`config.mk`:
```
export PLATFORM = sky130hd
export DESIGN_NAME = imem_boot_loader
export DESIGN_NICKNAME = d
export VERILOG_FILES = /design/src/rtl/imem_boot_loader.sv
export SDC_FILE = /design/constraint.sdc
export NUM_CORES = 1
export LEC_CHECK = 0
export BUFFER_PORTS_ARGS = -buffer_cell sky130_fd_sc_hd__buf_2
export CAP_MARGIN = 0
export CORE_MARGIN = 2
export CORE_UTILIZATION = 58
export DETAILED_ROUTE_END_ITERATION = 8
export PLACE_DENSITY = 0.8
export SLEW_MARGIN = 20
export SYNTH_ARGS = -nofsm -noshare
export SYNTH_HDL_FRONTEND = slang
export SYNTH_SLANG_ARGS = --single-unit
```
`constraint.sdc`:
```
create_clock -name clk -period 2.5 [get_ports clk]
set_clock_uncertainty 0.1 [all_clocks]
set_input_delay 0.75 -clock clk [delete_from_list [all_inputs] [get_ports clk]]
set_output_delay 0.75 -clock clk [all_outputs]
set_load 0.02 [all_outputs]
```
`src/rtl/imem_boot_loader.sv`:
```
// Serial boot loader sitting in front of the instruction memory.
// Unpacks a framed little-endian program image from a UART byte stream,
// writes it into IMEM one word at a time and releases the core with
// 'start' only once the image checksum has been verified.
module imem_boot_loader #(
   parameter int         IMEM_WORDS     = 1024,
   parameter logic [7:0] MAGIC          = 8'hA5,
   parameter int         TIMEOUT_CYCLES = 1000000,
   parameter bit         SKIP_LOAD      = 1'b0
) (
   input  logic        clk,
   input  logic        rst,
   input  logic        rx_valid,
   input  logic [7:0]  rx_data,
   output logic        prog_en,
   output logic [31:0] prog_addr,
   output logic [31:0] prog_data,
   output logic        start,
   output logic        busy,
   output logic        load_err
);

   // Word index is one bit wider than the address range so that a full
   // image (CNT == IMEM_WORDS) can count past the last word without wrapping.
   localparam int          WIDX      = $clog2(IMEM_WORDS) + 1;
   localparam int          TW        = $clog2(TIMEOUT_CYCLES + 1);
   localparam logic [31:0] MAX_WORDS = IMEM_WORDS;
   localparam logic [TW-1:0] TMO_LAST = TW'(TIMEOUT_CYCLES - 1);

   typedef enum logic [2:0] {
      S_IDLE,
      S_LEN0,
      S_LEN1,
      S_DATA,
      S_CSUM,
      S_RUN,
      S_ERROR
   } state_t;

   localparam state_t RESET_STATE = SKIP_LOAD ? S_RUN : S_IDLE;

   state_t          state_q, state_d;
   logic [15:0]     cnt_q, cnt_d;
   logic [WIDX-1:0] word_idx_q, word_idx_d;
   logic [1:0]      lane_q, lane_d;
   logic [23:0]     word_q, word_d;
   logic [7:0]      csum_q, csum_d;
   logic [TW-1:0]   tmo_q, tmo_d;
   logic            prog_en_q, prog_en_d;
   logic [31:0]     prog_addr_q, prog_addr_d;
   logic [31:0]     prog_data_q, prog_data_d;
   logic [15:0]     cnt_full;
   logic            last_word;
   logic            in_frame;

   // Frame decoding: next state, byte assembly, checksum and idle timeout.
   always_comb begin
      state_d     = state_q;
      cnt_d       = cnt_q;
      word_idx_d  = word_idx_q;
      lane_d      = lane_q;
      word_d      = word_q;
      csum_d      = csum_q;
      tmo_d       = tmo_q;
      prog_en_d   = 1'b0;
      prog_addr_d = prog_addr_q;
      prog_data_d = prog_data_q;
      cnt_full    = {rx_data, cnt_q[7:0]};
      last_word   = (32'(word_idx_q) == (32'(cnt_q) - 32'd1));
      in_frame    = (state_q == S_LEN0) || (state_q == S_LEN1) ||
                    (state_q == S_DATA) || (state_q == S_CSUM);

      case (state_q)
         S_IDLE, S_RUN, S_ERROR: begin
            if (rx_valid && (rx_data == MAGIC)) begin
               state_d    = S_LEN0;
               word_idx_d = '0;
               lane_d     = '0;
               word_d     = '0;
               csum_d     = '0;
               tmo_d      = '0;
            end
         end
         S_LEN0: begin
            if (rx_valid) begin
               cnt_d   = {8'h00, rx_data};
               state_d = S_LEN1;
            end
         end
         S_LEN1: begin
            if (rx_valid) begin
               cnt_d = cnt_full;
               if (cnt_full == 16'd0) begin
                  state_d = S_CSUM;
               end else if (32'(cnt_full) > MAX_WORDS) begin
                  state_d = S_ERROR;
               end else begin
                  state_d = S_DATA;
               end
            end
         end
         S_DATA: begin
            if (rx_valid) begin
               csum_d = csum_q ^ rx_data;
               lane_d = lane_q + 2'd1;
               case (lane_q)
                  2'd0: word_d[7:0]   = rx_data;
                  2'd1: word_d[15:8]  = rx_data;
                  2'd2: word_d[23:16] = rx_data;
                  default: begin
                     prog_en_d   = 1'b1;
                     prog_addr_d = 32'(word_idx_q) << 2;
                     prog_data_d = {rx_data, word_q};
                     word_idx_d  = word_idx_q + WIDX'(1);
                     if (last_word) begin
                        state_d = S_CSUM;
                     end
                  end
               endcase
            end
         end
         S_CSUM: begin
            if (rx_valid) begin
               state_d = (rx_data == csum_q) ? S_RUN : S_ERROR;
            end
         end
         default: state_d = S_IDLE;
      endcase

      // A byte arriving on the expiry cycle wins: it restarts the count.
      if (in_frame) begin
         if (rx_valid) begin
            tmo_d = '0;
         end else if (tmo_q == TMO_LAST) begin
            state_d = S_ERROR;
         end else begin
            tmo_d = tmo_q + TW'(1);
         end
      end
   end

   // State and datapath registers; reset aborts any frame in flight.
   always_ff @(posedge clk) begin
      if (rst) begin
         state_q     <= RESET_STATE;
         cnt_q       <= '0;
         word_idx_q  <= '0;
         lane_q      <= '0;
         word_q      <= '0;
         csum_q      <= '0;
         tmo_q       <= '0;
         prog_en_q   <= 1'b0;
         prog_addr_q <= '0;
         prog_data_q <= '0;
      end else begin
         state_q     <= state_d;
         cnt_q       <= cnt_d;
         word_idx_q  <= word_idx_d;
         lane_q      <= lane_d;
         word_q      <= word_d;
         csum_q      <= csum_d;
         tmo_q       <= tmo_d;
         prog_en_q   <= prog_en_d;
         prog_addr_q <= prog_addr_d;
         prog_data_q <= prog_data_d;
      end
   end

   // Status outputs follow the registered state directly.
   always_comb begin
      prog_en   = prog_en_q;
      prog_addr = prog_addr_q;
      prog_data = prog_data_q;
      start     = (state_q == S_RUN);
      load_err  = (state_q == S_ERROR);
      busy      = (state_q == S_LEN0) || (state_q == S_LEN1) ||
                  (state_q == S_DATA) || (state_q == S_CSUM);
   end

endmodule

```
* Word level (Yosys, flattened, before mapping) *
Index checks and enable logic that the tools add are counted.

word-level totals
  output and inout bits = 68
  input port bits = 11
  logic and storage cells = 102
  register bits after elaboration = 128

operators by class
  muxes and demuxes = 39
  reductions and logical operators = 20
  bitwise operators = 5
  eq/ne operators = 20
  $lt $le $gt $ge = 1
  add/subtract/negate cells = 4

operators by type and width
  cell                                                                     number
  20-bit two-way mux                                                       5
  24-bit two-way mux                                                       2
  24-bit case mux with 2 select lines                                      1
  8-bit two-way mux                                                        5
  3-bit two-way mux                                                        12
  11-bit two-way mux                                                       3
  11-bit by 32-bit equality test with 1-bit output                         1
  16-bit two-way mux                                                       2
  16-bit case mux with 2 select lines                                      1
  11-bit case mux with 2 select lines                                      1
  20-bit by 1-bit adder with 20-bit output (second input constant)         1
  20-bit equality test (second input constant)                             1
  16-bit by 1-bit subtractor with 17-bit output (second input constant)    1
  16-bit by 11-bit > comparator with 1-bit output (second input constant)  1
  16-bit zero test                                                         1
  8-bit case mux with 2 select lines                                       1
  4-bit AND reduction                                                      4
  3-bit case mux with 5 select lines                                       1
  3-bit AND reduction                                                      4
  11-bit by 1-bit adder with 11-bit output (second input constant)         1
  2-bit inequality test (second input constant)                            5
  3-bit equality test (second input constant)                              3
  3-bit OR reduction                                                       3
  8-bit equality test                                                      1
  other kinds (17)                                                         28

* Logic depth before layout (Yosys ltp) *
  word-level depth = 9
  depth in mapped cells = 9
  depth with buffers taken out = 8

* Worst setup path after synthesis *
Ideal clock, no wire load.

  path kind = input -> register
  start point = in rx_data[1]
  end point = reg word_q[16]
  setup slack = 0.083 ns
  path buffers = 1
  library setup time = 0.128 ns
  data arrival time = 2.189 ns
  required time = 2.272 ns
  cell stages on the path = 7
  cells stage by stage = or4_4 nor3_4 and2_1 buf_2 o22ai_2 a22oi_1 nor2_1

between the ends
  word-level cells in the longest chain between the ends = 4

RTL lines
  element                                 line  RTL
  start: declaration                      14    input logic [7:0] rx_data,
  8-bit equality test                     75    if (rx_valid && (rx_data == MAGIC)) begin
  1-bit logical AND                       75
  2-bit inequality test (no source line)  -
  4-bit AND reduction (no source line)    -
  end signal: assignment                  160   word_q <= word_d;
  end: declaration                        46    logic [23:0] word_q, word_d;

No other way between the ends.
A chain may end at the register's enable or synchronous reset.

* Worst setup path after layout *
  start point = reg state_q[2]
  end point = out busy

between the ends
  word-level cells in the longest chain between the ends = 4
  elaborated cells on any way between the ends = 7
  classes of those cells = 4 x eq/ne; 3 x reduce/logical

RTL lines
  element                                                                                                           line  RTL
  start: declaration                                                                                                42    state_t state_q, state_d;
  start signal: assignment                                                                                          156   state_q <= state_d;
  3-bit by 1-bit equality test with 1-bit output or 3-bit by 2-bit equality test with 1-bit output (tied branches)  176   busy = (state_q == S_LEN0) || (state_q == S_LEN1) ||
  1-bit logical OR (2 in series)                                                                                    176
  1-bit logical OR *                                                                                                177   (state_q == S_DATA) || (state_q == S_CSUM);
  end: declaration                                                                                                  19    output logic busy,

Every way passes the cells marked *; elsewhere a longest branch is shown, timed or not.

==> key figures <==
Pwr
  – Pwr Total: 4561 uW
  – Cell Pwr Density: between 600 and 700 mW/mm^2
  – VDD IR max: about 0.37 mV
  – Static leakage: 0.002645 uW

STA
  – Unrepaired setup endpoints after global routing: false
  – Hold Fails Final Rpt: 0
  – Minimum clock period: 2.400 ns
  – Final Setup Violations: 0
  – Setup WS post-layout: 0.09991 ns
  – Worst slew margin: 53.92%
  – Measured slew at the worst slew-check pin: 0.6867 ns
  – Final Max Tran Viols: 0
  – Worst Hold Margin: roughly 0.35 ns
  – Final period util: 96.00%
  – Fmax: roughly 420 MHz

Global route
  – Global route hottest layer: met2
  – Total GRT Usage: 27.28%
  – First-pass GRT wire length: 24.46 mm
  – Vias in the first global route: a little over 5000
  – GR Util met1: around a third
  – GRT overflow: 0
  – GR Util met2: 45.30%
  – Largest net degree at the start of global routing: 87
  – M3 GR Usage: 6.432%
  – Initial antenna violation count: 0

Yosys
  – Synth async-reset ratio: 0%
  – Post-Synthesis Cell Area: 0.006017 mm^2
  – Number of synthesized flops with an enable pin: 0
  – Synth top area share: a little over two fifths
  – Yosys warns: 0
  – Synthesized area per cell: 8.001 um^2
  – Cells after Synth: between 700 and 800
  – Post-synth cell types: 63
  – Register bit total from synthesis: 128
  – Yosys top cell by area: dfxtp_1
  – Sequential area share after synthesis: between 40% and 50%
  – Synth Flop Type: dfxtp_1
  – Area contributors post-synth: dfxtp_1 (43%), nand2_1 (8.0%), a21oi_1 (6.8%), nor2_1 (4.7%), xnor2_1 (3.3%)

CTS
  – # clock sinks: 128
  – Max Buffers Root-to-Sink: 2
  – H-tree levels: 4
  – Setup Fix Bufs, Post-CTS: 0
  – Clk_lat worst skew: between 0.5 and 0.6 ns
  – CTS tree: yes
  – Hold-fix buffers, CTS: 0
  – Register clock-pin slew on the reported worst setup and hold paths: 0.06 ns
  – Clk root buf: clkbuf_8
  – CTS buffer count: 17
  – Cts repair resizes: 1

Route
  – Vias per cell: 5.752
  – Drt pass-1 iters: 6
  – WL per Instance: between 15 and 20 um
  – Routed WL: 14.88 mm
  – Vias post-DR: between 5000 and 6000
  – Detail Route Antenna Nets: 0
  – DR DRC count: 0
  – Initial DRC Count: between 300 and 400

Cells and area
  – Layout cell share with drive strength beyond 1: 16.67%
  – Final Cell Area: approximately 0.007 mm^2
  – Ant diodes: 0
  – Area Growth Syn to Fin: 16.82%
  – Layout net count: 827

Floorplanning
  – Starting Density: between 50% and 60%
  – I/O pin cnt: 79
  – Core ar.: 0.01018 mm^2
  – Die Area: 0.01121 mm^2
  – Num rows: 37
  – Die Y-Extent: 105.9 um
  – Width of the die: 105.9 um

Worst setup path
  – Crit path cell chain: inv_2, xnor2_2, inv_2, buf_2
  – Worst EP arrival: 1.55 ns
  – Slowest stage cell, crit path: dfxtp_2
  – Critical Path Start Type: register
  – CP most frequent cell: inv_2
  – Crit. End Element: output port
  – CP peak stage delay: 0.42 ns
  – CP Class: reg2out
  – Worst path required time: 1.65 ns
  – Crit Path Max Fanout: 9

Place
  – Post-Place Cell Area: roughly 0.0065 mm^2
  – Dpl ws: -0.1243 ns
  – GP Congestion: 0.9173
  – Post-DP HPWL: slightly above 10 mm
  – PortBufs: 57

Job
  – Max-cap violations: 0

Min path
  – Worst hold path class: reg2reg

Status
  – Status: completed
[sequential cells by signal, summed over array words and instances (netlist names)]
register	cells
cnt_q	16
csum_q	8
lane_q	2
prog_addr	11
prog_data	32
prog_en	1
state_q	3
tmo_q	20
word_idx_q	11
word_q	24
[final timing paths]
path                     start      endpoint  slack, ns  cells past startpoint
setup reg to reg      cnt_q[7]    state_q[1]       0.20                      6
hold reg to reg   prog_data[7]  prog_data[7]       0.35                      2
setup / recovery    state_q[2]          busy        0.1                      4
hold / removal    prog_data[7]  prog_data[7]       0.35                      2
[critical path: cells and delay by family (launching register included)]
kind	cells	cell delay, ns
flops	1	0.42
buf+inv	3	0.39
xor+xnor	1	0.21
[report_power, final]
| part | switching, uW | total [uW] | internal, uW |
|---|---|---|---|
| clock | 925 | 2370 | 1450 |
| combinational | 114 | 146 | 32.0 |
| sequential | 0.573 | 2040 | 2040 |
| total | 1040 | 4560 | 3520 |
[Yosys cell counts, types with 2 or more instances]
cell type and instances:
nor3_1 11, or4_1 6, nor2_1 75, a21oi_1 82
nand3b_1 10, a22oi_1 26, a211oi_1 4, o21ai_1 2
nand2_1 129, buf_4 22, clkbuf_1 33, o22ai_2 3
o211ai_1 6, o21a_1 2, nand3_1 39, o2111ai_1 2
nand4_1 12, o31a_1 3, or2_2 2, dfxtp_1 128
nor3b_1 2, and4_1 3, mux2i_1 3, a31oi_1 3
nor4_1 6, nor2b_1 2, ha_1 7, inv_2 2
inv_1 12, or3_1 6, buf_2 13, and2_1 10
nand2b_1 2, xnor2_1 23, o21ai_0 14, xor2_1 15
and3_1 5, o31ai_1 2
[layout by cell type (no fill, tap or decap), drive strengths merged, types with 2 or more instances in the layout]
cell / Yosys / routed
or4: 7 / 7
clkinvlp: 0 / 5
o21ai: 17 / 17
o211ai: 6 / 6
or2: 2 / 2
clkbuf: 33 / 20
o31a: 3 / 3
conb: 1 / 21
nor2b: 2 / 2
a22oi: 26 / 26
mux2i: 3 / 3
nand3: 39 / 39
nor3: 12 / 12
o2111ai: 2 / 2
o21a: 2 / 2
inv: 14 / 17
buf: 35 / 86
nand4: 12 / 12
xnor2: 24 / 24
nor3b: 2 / 2
ha: 7 / 7
o31ai: 3 / 3
and4: 4 / 4
a31oi: 3 / 3
and2: 11 / 11
nand2: 129 / 129
nor2: 76 / 76
xor2: 15 / 15
o22ai: 4 / 4
dfxtp: 128 / 128
clkinv: 0 / 2
and3: 5 / 5
nand2b: 2 / 2
nor4: 7 / 7
nand3b: 10 / 10
bufinv: 0 / 2
or3: 6 / 6
a21oi: 82 / 82
a211oi: 4 / 4
[cells by family after synthesis]
logic type / share of synthesized area, %
AND/OR/NAND/NOR: 26.03
AO/OA/AOI/OAI: 16.45
flip-flops: 42.59
buffers and inverters: 6.758
XOR/XNOR: 5.802
adder cells (fa/ha/maj): 1.622
multiplexers: 0.6862
other: 0.06232
[through the flow]
step	cells	util, %	setup TNS [ns]
2_1_floorplan	772	-	0
3_3_place_gp	926	63.39	-2.024
3_5_place_dp	926	63.39	-3.387
4_1_cts	958	68.99	0
5_1_grt	958	69.02	0
6_report	958	69.02	0
[area by class of cell]
cell class | count | area (um^2)
well taps | 136 | 170.2
fillers | 800 | 3156
clock inverters | 12 | 133.9
flip-flops and latches | 128 | 2564
multi-input cells | 562 | 3133
inverters | 14 | 52.55
repair buffers | 86 | 540.5
clock buffers | 20 | 435.4
[per-layer routing]
metal | share of wire, % | routed length, um | vias up
li1 | - | - | 2672
met1 | 42 | 6314 | 2595
met2 | 50 | 7370 | 213
met3 | 6.0 | 893 | 30
met4 | 2.0 | 296 | 0
met5 | 0 | 0 | -
Power figures use the tool's default switching activity.
